==> config.mk <==
export PLATFORM = sky130hd
export DESIGN_NAME = regfile_wb_arbiter
export DESIGN_NICKNAME = d
export VERILOG_FILES = /design/src/rtl/regfile_wb_arbiter.sv
export SDC_FILE = /design/constraint.sdc
export NUM_CORES = 1
export LEC_CHECK = 0
export ABC_CLOCK_PERIOD_IN_PS = 2000
export CAP_MARGIN = 10
export CORE_ASPECT_RATIO = 1.4
export CORE_MARGIN = 3
export CORE_UTILIZATION = 43
export CTS_CLUSTER_DIAMETER = 200
export DETAILED_ROUTE_END_ITERATION = 8
export PLACE_DENSITY = 0.81
export SYNTH_ARGS = -nofsm -noshare
export SYNTH_HDL_FRONTEND = slang
export SYNTH_SLANG_ARGS = --single-unit
==> constraint.sdc <==
create_clock -name clk -period 2 [get_ports clk]
set_clock_uncertainty 0.05 [all_clocks]
set_input_delay 0.4 -clock clk [delete_from_list [all_inputs] [get_ports clk]]
set_output_delay 0.4 -clock clk [all_outputs]
set_load 0.05 [all_outputs]
==> src/rtl/regfile_wb_arbiter.sv <==
// Write-port owner for the 32-entry register file: clears x1..x(N-1) after reset,
// then round-robin arbitrates two write-back sources onto one registered write port.
module regfile_wb_arbiter #(
  parameter int XLEN     = 32,
  parameter int NUM_REGS = 32,
  parameter int ADDR_W   = $clog2(NUM_REGS)
) (
  input  logic              clk,
  input  logic              rst_n,
  input  logic              a_valid,
  output logic              a_ready,
  input  logic [ADDR_W-1:0] a_addr,
  input  logic [XLEN-1:0]   a_data,
  input  logic              b_valid,
  output logic              b_ready,
  input  logic [ADDR_W-1:0] b_addr,
  input  logic [XLEN-1:0]   b_data,
  output logic              init_done,
  output logic              rf_write_enable,
  output logic [ADDR_W-1:0] rf_write_reg_addr,
  output logic [XLEN-1:0]   rf_write_data,
  output logic              dbg_state
);

  // Handshake: a write transfers on a rising edge where valid && ready. ready is
  // combinational, at most one source is ready per cycle, and a source keeps
  // valid/addr/data stable until it sees ready.

  typedef enum logic {
    ST_INIT = 1'b0,
    ST_RUN  = 1'b1
  } state_e;

  localparam logic SRC_A = 1'b0;
  localparam logic SRC_B = 1'b1;

  // The pointer is one bit wider than an address so "all registers issued"
  // is a distinct value, independent of NUM_REGS being a power of two.
  localparam logic [ADDR_W:0] PTR_ONE = (ADDR_W+1)'(1);
  localparam logic [ADDR_W:0] PTR_END = (ADDR_W+1)'(NUM_REGS);

  state_e            state_q, state_d;
  logic [ADDR_W:0]   clr_ptr_q, clr_ptr_d;
  logic              last_grant_q, last_grant_d;
  logic              rf_we_q, rf_we_d;
  logic [ADDR_W-1:0] rf_addr_q, rf_addr_d;
  logic [XLEN-1:0]   rf_data_q, rf_data_d;
  logic              init_done_q, init_done_d;
  logic              grant_a, grant_b;

  always_ff @(posedge clk or negedge rst_n) begin
    if (!rst_n) begin
      state_q      <= ST_INIT;
      clr_ptr_q    <= PTR_ONE;
      last_grant_q <= SRC_B;
      rf_we_q      <= 1'b0;
      rf_addr_q    <= '0;
      rf_data_q    <= '0;
      init_done_q  <= 1'b0;
    end else begin
      state_q      <= state_d;
      clr_ptr_q    <= clr_ptr_d;
      last_grant_q <= last_grant_d;
      rf_we_q      <= rf_we_d;
      rf_addr_q    <= rf_addr_d;
      rf_data_q    <= rf_data_d;
      init_done_q  <= init_done_d;
    end
  end

  always_comb begin
    state_d      = state_q;
    clr_ptr_d    = clr_ptr_q;
    last_grant_d = last_grant_q;
    rf_we_d      = 1'b0;
    rf_addr_d    = rf_addr_q;
    rf_data_d    = rf_data_q;
    init_done_d  = init_done_q;
    grant_a      = 1'b0;
    grant_b      = 1'b0;
    case (state_q)
      ST_INIT: begin
        if (clr_ptr_q == PTR_END) begin
          state_d     = ST_RUN;
          init_done_d = 1'b1;
        end else begin
          rf_we_d   = 1'b1;
          rf_addr_d = clr_ptr_q[ADDR_W-1:0];
          rf_data_d = '0;
          clr_ptr_d = clr_ptr_q + PTR_ONE;
        end
      end
      ST_RUN: begin
        // On a tie the source that did not win last time goes first.
        grant_a = a_valid && (!b_valid || (last_grant_q == SRC_B));
        grant_b = b_valid && !grant_a;
        if (grant_a) begin
          rf_we_d      = (a_addr != '0);
          rf_addr_d    = a_addr;
          rf_data_d    = a_data;
          last_grant_d = SRC_A;
        end else if (grant_b) begin
          rf_we_d      = (b_addr != '0);
          rf_addr_d    = b_addr;
          rf_data_d    = b_data;
          last_grant_d = SRC_B;
        end
      end
      default: state_d = ST_INIT;
    endcase
  end

  assign a_ready           = grant_a;
  assign b_ready           = grant_b;
  assign init_done         = init_done_q;
  assign rf_write_enable   = rf_we_q;
  assign rf_write_reg_addr = rf_addr_q;
  assign rf_write_data     = rf_data_q;
  assign dbg_state         = (state_q == ST_RUN);

endmodule

==> results by group, run 1 <==
Synth
  • Seq/Total Area, Yosys: 42.2%
  • Syn Inst Count: 296
  • YS warnings: 0
  • Synthesized area: 2790 um^2
  • Synth Area per Inst: 9.44 um^2
  • FF+latch count, synth: 47
  • Mapped Nets: 376
  • Synth cell types: 37

Critical path
  • FF-to-FF Start: clr_ptr_q[1]
  • Worst EP arrival: 1.54 ns
  • Worst r2r dst: rf_write_data[20]
  • CP Launch Point: dbg_state
  • Critical path peak fanout: 52
  • Crit path to: a_ready
  • Endpoint class of the critical path: output pin
  • Worst Path Required: 1.55 ns
  • CP Class: reg2out
  • R2R depth: 6
  • Flop2flop setup slack: 0.14 ns
  • Worst setup SP type: flip-flop

Timing
  • Maximum clock frequency: 0.502 GHz
  • Final Hold Vio Count: 0
  • Unrepaired setup endpoints after global routing: yes
  • Final worst slack: 0.00891 ns
  • Worst slew pin tran: 0.820 ns
  • Post-layout min period: 1.99 ns
  • # setup viols final: 0
  • Max-slew violation count: 0
  • Slew headroom: 45.0%
  • Final worst path period share: 99.6%

Clock network
  • Clock transition at path regs: 0.09 ns
  • CTS Buffer Depth: 2
  • Clock latency on the worst-skew pair: 0.29 ns
  • Hold Buf Count CTS: 0
  • CTS tree: done
  • CTS H-Tree Depth: 2
  • # clock sinks: 47
  • Clock Tree Root: clkbuf_8
  • CTS buffer count: 5

Pwr
  • Sw Ratio: 36.1%
  • Combinational fraction of design power: 39.2%
  • Ratio of total power to cell area: 694 nW/um^2
  • NetSw: 1.05 mW
  • Worst vdd ir: 359 uV
  • Clock power frac: 21.5%
  • Sequential power share: 39.3%
  • Pint: 1.86 mW
  • Leak: 1.63 nW

Run status
  • Status: complete, no violations

Floorplanning
  • Num rows: 34
  • Core Box Area: 6250 um^2
  • Die area: 7510 um^2
  • Initial core utilization: 44.7%
  • I/O Pins: 120
  • Die width: 74.1 um
  • Die H: 101 um

Cells and area
  • # diodes: 0
  • Core Util, Final: 67.1%
  • Commonest non-fill, non-tap cell in the layout: clkdlybuf4s50_1
  • Layout area overhead: 50.2%
  • Nets@finish: 495
  • Final cell count without fillers: 488
  • Share of cells above drive strength 1: 18.8%
  • Most frequent cells in the layout: clkdlybuf4s50_1 (110), o21ai_0 (58), dfrtp_1 (44)

Place
  • DP Worst Slack: -0.165 ns
  • HPWL Detailed: 5.87 mm
  • Port Buffer Count: 119
  • Post-Place Cells: 477
  • Placer congestion estimate: 0.752

Job
  • Max-Cap Viols: 0

Global route
  • Number of global-route vias before repair: 2721
  • Global-route usage over all layers: 22.3%
  • Initial antenna violation count: 0
  • Pin count of the biggest net entering global routing: 53
  • First-pass GRT wire length: 13.2 mm
  • Grt ovf: 0

Drt
  • Routed vias/inst: 5.76
  • Detail Route Antenna Nets: 0
  • DR iter-0 viols: 182
  • First-pass detailed-route iteration total: 4
  • Drt wl/cell: 17.4 um
  • Vias: 2809
  • DRC: 0
  • Total Wirelength: 8.49 mm

Hold path
  • Hold Path Class: in2async
worst min-delay path by stage:
stage / end / slack, ns
2_1_floorplan: clr_ptr_q[1] / 0.05
3_3_place_gp: rf_write_data[7] / 0.37
3_5_place_dp: rf_write_data[7] / 0.36
4_1_cts: rf_write_data[9] / 0.04
5_1_grt: rf_write_data[7] / 0.06
6_report: rf_write_data[9] / 0.04
metal layers:
metal	track usage, %	vias up	part of all wire, %
met5	0	-	0
met4	5.86	0	0.91
met3	2.38	6	5.7
met2	40.4	105	54
met1	27.8	1363	39
li1	-	1335	-
timing repair:
item | 4_1_cts | 5_1_grt
cloned | 1 | 0
resized for setup | 1 | 2
endpoints found under the hold margin | 0 | 0
pin swaps | 1 | 1
setup endpoints to repair | 14 | 21
setup buffers | 0 | 2
through the flow:
step	area, um^2	setup TNS [ns]	hold WS [ns]	power, mW
2_1_floorplan	2800	0	0.0544	1.82
3_3_place_gp	4060	-0.884	0.365	2.28
3_5_place_dp	4060	-1.61	0.364	2.30
4_1_cts	4170	0	0.0442	2.92
5_1_grt	4200	-0.233	0.0606	3.03
6_report	4200	0	0.0362	2.91
sequential cells by signal (all words and copies together) (netlist names):
register and count:
rf_write_data 32, dbg_state 1, clr_ptr_q 6, rf_write_enable 1, init_done 1, last_grant_q 1, rf_write_reg_addr 5
power by group through the flow:
stage,combinational (mW),sequential (mW),clock [mW]
after floorplan,0.301,1.52,0
after global placement,1.12,1.15,0
after detailed placement,1.14,1.16,0
after CTS,1.14,1.14,0.637
after global routing,1.20,1.16,0.666
final,1.14,1.14,0.627
cells in the mapped netlist:
cell type	instances	share of area, %
ha_1	2	0.90
nor3b_1	1	0.27
o22ai_1	36	8.1
buf_4	5	1.3
nand2_1	33	4.4
buf_2	9	1.6
nor3_4	1	0.58
o211ai_1	1	0.27
o21ai_1	13	2.3
and3_1	2	0.45
and2_1	1	0.22
inv_1	6	0.81
or2_2	1	0.22
nand4bb_4	1	0.99
nor2b_1	2	0.45
o21ai_0	58	10
nor4_1	1	0.22
a21oi_1	1	0.18
or4_1	2	0.54
nor2_1	4	0.54
xnor2_1	3	0.94
nor2_4	1	0.40
dfrtp_1	45	40
nand2b_2	1	0.31
mux2_2	35	14
nand3_1	4	0.72
clkbuf_1	7	0.94
nor3_1	1	0.18
a211oi_1	4	1.1
buf_6	3	1.2
a41oi_1	1	0.31
mux2i_1	4	1.4
dfstp_2	2	1.9
a31oi_1	2	0.45
nand2_4	1	0.40
xor2_1	1	0.31
nor2_2	1	0.22
area by class of cell:
type / count / area (um^2)
Multi-Input combinational cell: 220 / 1470
Sequential cell: 47 / 1180
Tap cell: 72 / 90.1
Timing Repair Buffer: 135 / 1340
Inverter: 6 / 22.5
Fill cell: 529 / 2060
Clock buffer: 8 / 100
critical path, stage by stage (launching register included):
cell      delay (ns)
dfrtp_2         0.44
clkbuf_8        0.34
and3_1          0.24
buf_4           0.21
cells by family (layout without fill, tap and decap cells):
kind of cell	count (synthesis)	after routing	share of synthesized area (%)
buffers and inverters	30	149	5.91
xor gates and xnor gates	4	4	1.25
and+or+nand+nor	58	59	11.2
adders and majority gates	2	2	0.896
DFF	47	47	42.2
muxes	39	39	15.5
AOI/OAI and AO/OA	116	116	23.1
Power figures use the tool's default switching activity.
==> run 2, diff against run 1 <==
--- a/config.mk
+++ b/config.mk
@@ -7,7 +7,7 @@
 export LEC_CHECK = 0
 export ABC_CLOCK_PERIOD_IN_PS = 2000
 export CAP_MARGIN = 10
-export CORE_ASPECT_RATIO = 1.4
+export CORE_ASPECT_RATIO = 1.25
 export CORE_MARGIN = 3
 export CORE_UTILIZATION = 43
 export CTS_CLUSTER_DIAMETER = 200
==> run 2 against run 1 <==
Net effect:
- cell count up 2.3%
- non-clock buffer count down 1
- setup slack better by 0.033 ns
- critical path depth down 2
- routed wire length down 1.3%
- cell area up 0.15%
- hold slack better by 0.0031 ns
- clock power down 11%
- core utilization up 0.18 points
- sequential cell count unchanged
- via count down 1.4%
- largest cell class unchanged
==> results by group, run 2 (same netlist as run 1, synthesis figures left out) <==
Pwr
  • Sequential power share: 40.1%
  • Combinational fraction of design power: 40.2%
  • Total chip power: 2.84 mW
  • Ratio of total power to cell area: 677 nW/um^2
  • Pint: 1.79 mW
  • NetSw: 1.05 mW
  • Sw Ratio: 37.0%
  • Leak: 1.67 nW
  • Clock power frac: 19.7%
  • Worst vdd ir: 358 uV

Clock network
  • CTS buffer count: 5
  • Clock latency on the worst-skew pair: 0.30 ns
  • CTS Buffer Depth: 2
  • # clock sinks: 47
  • Clock Tree Root: clkbuf_8
  • CTS tree: done
  • CTS H-Tree Depth: 2
  • Hold Buf Count CTS: 0
  • Clock transition at path regs: 0.09 ns

Timing
  • Final worst path period share: 97.9%
  • Slew headroom: 62.1%
  • Maximum clock frequency: 0.511 GHz
  • Final Hold Vio Count: 0
  • Post-layout min period: 1.96 ns
  • Max-slew violation count: 0
  • # setup viols final: 0
  • Unrepaired setup endpoints after global routing: no
  • Final setup TNS: 0 ns
  • Worst slew pin tran: 0.569 ns

Critical path
  • Delay of the slowest critical-path stage: 0.83 ns
  • Flop2flop setup slack: 0.21 ns
  • FF-to-FF Start: clr_ptr_q[0]
  • CP Launch Point: rf_write_data[8]
  • CP Class: reg2out
  • Worst setup SP type: flip-flop
  • Worst Path Required: 1.55 ns
  • Critical path peak fanout: 3
  • Buf/Inv on CP: 1
  • Crit-path slowest cell: clkdlybuf4s50_1
  • CP top delay family: buffers and inverters
  • Endpoint class of the critical path: output pin
  • CP cell instances: clkdlybuf4s50_1
  • Worst EP arrival: 1.51 ns

Floorplanning
  • Die width: 78.1 um
  • Core Box Area: 6250 um^2
  • Die H: 96.1 um
  • Die area: 7510 um^2
  • I/O Pins: 120
  • Initial core utilization: 44.7%
  • Num rows: 32

Global route
  • Initial antenna violation count: 0
  • Grt ovf: 0
  • First-pass GRT wire length: 13.8 mm
  • Global-route usage over all layers: 23.0%
  • Pin count of the biggest net entering global routing: 35
  • Number of global-route vias before repair: 2833

Cells and area
  • Most frequent cells in the layout: clkdlybuf4s50_1 (103), o21ai_0 (58), dfrtp_1 (44)
  • Commonest non-fill, non-tap cell in the layout: clkdlybuf4s50_1
  • Layout area overhead: 50.4%
  • Nets@finish: 493
  • Share of cells above drive strength 1: 18.1%
  • Sequential cell area: 1180 um^2
  • # diodes: 0
  • Filler instances: 535
  • Fin area: 4200 um^2
  • Max reg flops: 32
  • Area of the multi-input gates: 1460 um^2

Place
  • Port Buffer Count: 119
  • HPWL Detailed: 6.12 mm
  • Placed Area: 4080 um^2
  • Placer congestion estimate: 0.861

Hold path
  • Hold Path Class: in2async

Drt
  • Drt wl/cell: 16.8 um
  • DR iter-0 viols: 162
  • Vias: 2770
  • First-pass detailed-route iteration total: 4
  • Detail Route Antenna Nets: 0
  • Total Wirelength: 8.39 mm
  • DRC: 0
  • Routed vias/inst: 5.55

Run status
  • Status: complete, no violations

Job
  • Max-Cap Viols: 0
[run 2: changes by cell type in the layout (fill, tap and decap cells not counted), sizes merged]
| cell | change |
|---|---|
| clkinv | +1 |
| nor3 | -1 |
| clkbuf | -2 |
| clkdlybuf4s50 | -7 |
| dlymetal6s2s | +7 |
[run 2: timing repair]
item | 4_1_cts | 5_1_grt
buffers inserted | 0 | 2
resized for setup | 0 | 8
endpoints found under the setup margin | 0 | 16
[run 2: final timing paths]
kind,to,cells past startpoint
hold / removal,rf_write_data[22],1
max in group asynchronous,rf_write_data[6],2
setup / recovery,rf_write_data[8],1
min in group clk,init_done,1
setup reg to reg,clr_ptr_q[1],6
hold reg to reg,init_done,1
[run 2: power by group through the flow]
stage / Clock [mW] / Sequential (mW) / Combinational [mW]
after floorplan: 0 / 1.52 / 0.301
after global placement: 0 / 1.15 / 1.13
after detailed placement: 0 / 1.16 / 1.15
after CTS: 0.572 / 1.14 / 1.15
after global routing: 0.611 / 1.15 / 1.20
final: 0.561 / 1.14 / 1.14
[run 2: area by class of cell]
cell class	instances	share of cell area, %
clock buffer	7	1.82
clock inverter	1	0.119
inverter	6	0.536
multi-input combinational	219	34.6
sequential	47	28.1
tap	85	2.53
timing repair buffer	134	32.3
[run 2: metrics by stage]
stage          hold WS (ns)  utilization, %  std cells  worst slack, ns
5_1_grt              0.0575            67.3        499         0.000918
3_3_place_gp          0.360            65.4        489           0.0417
2_1_floorplan        0.0544               -        296           0.0995
4_1_cts              0.0433            66.7        497           0.0149
6_report             0.0393            67.3        499           0.0422
3_5_place_dp          0.367            65.4        489           0.0312
[run 2: per-layer routing]
metal	GRT usage (%)	up-vias	wire length [um]	part of all wire (%)
li1	-	1326	-	-
met1	29.0	1347	3600	43
met4	6.85	0	103	1.2
met2	39.6	87	4250	51
met5	0	-	0	0
met3	5.24	10	429	5.1
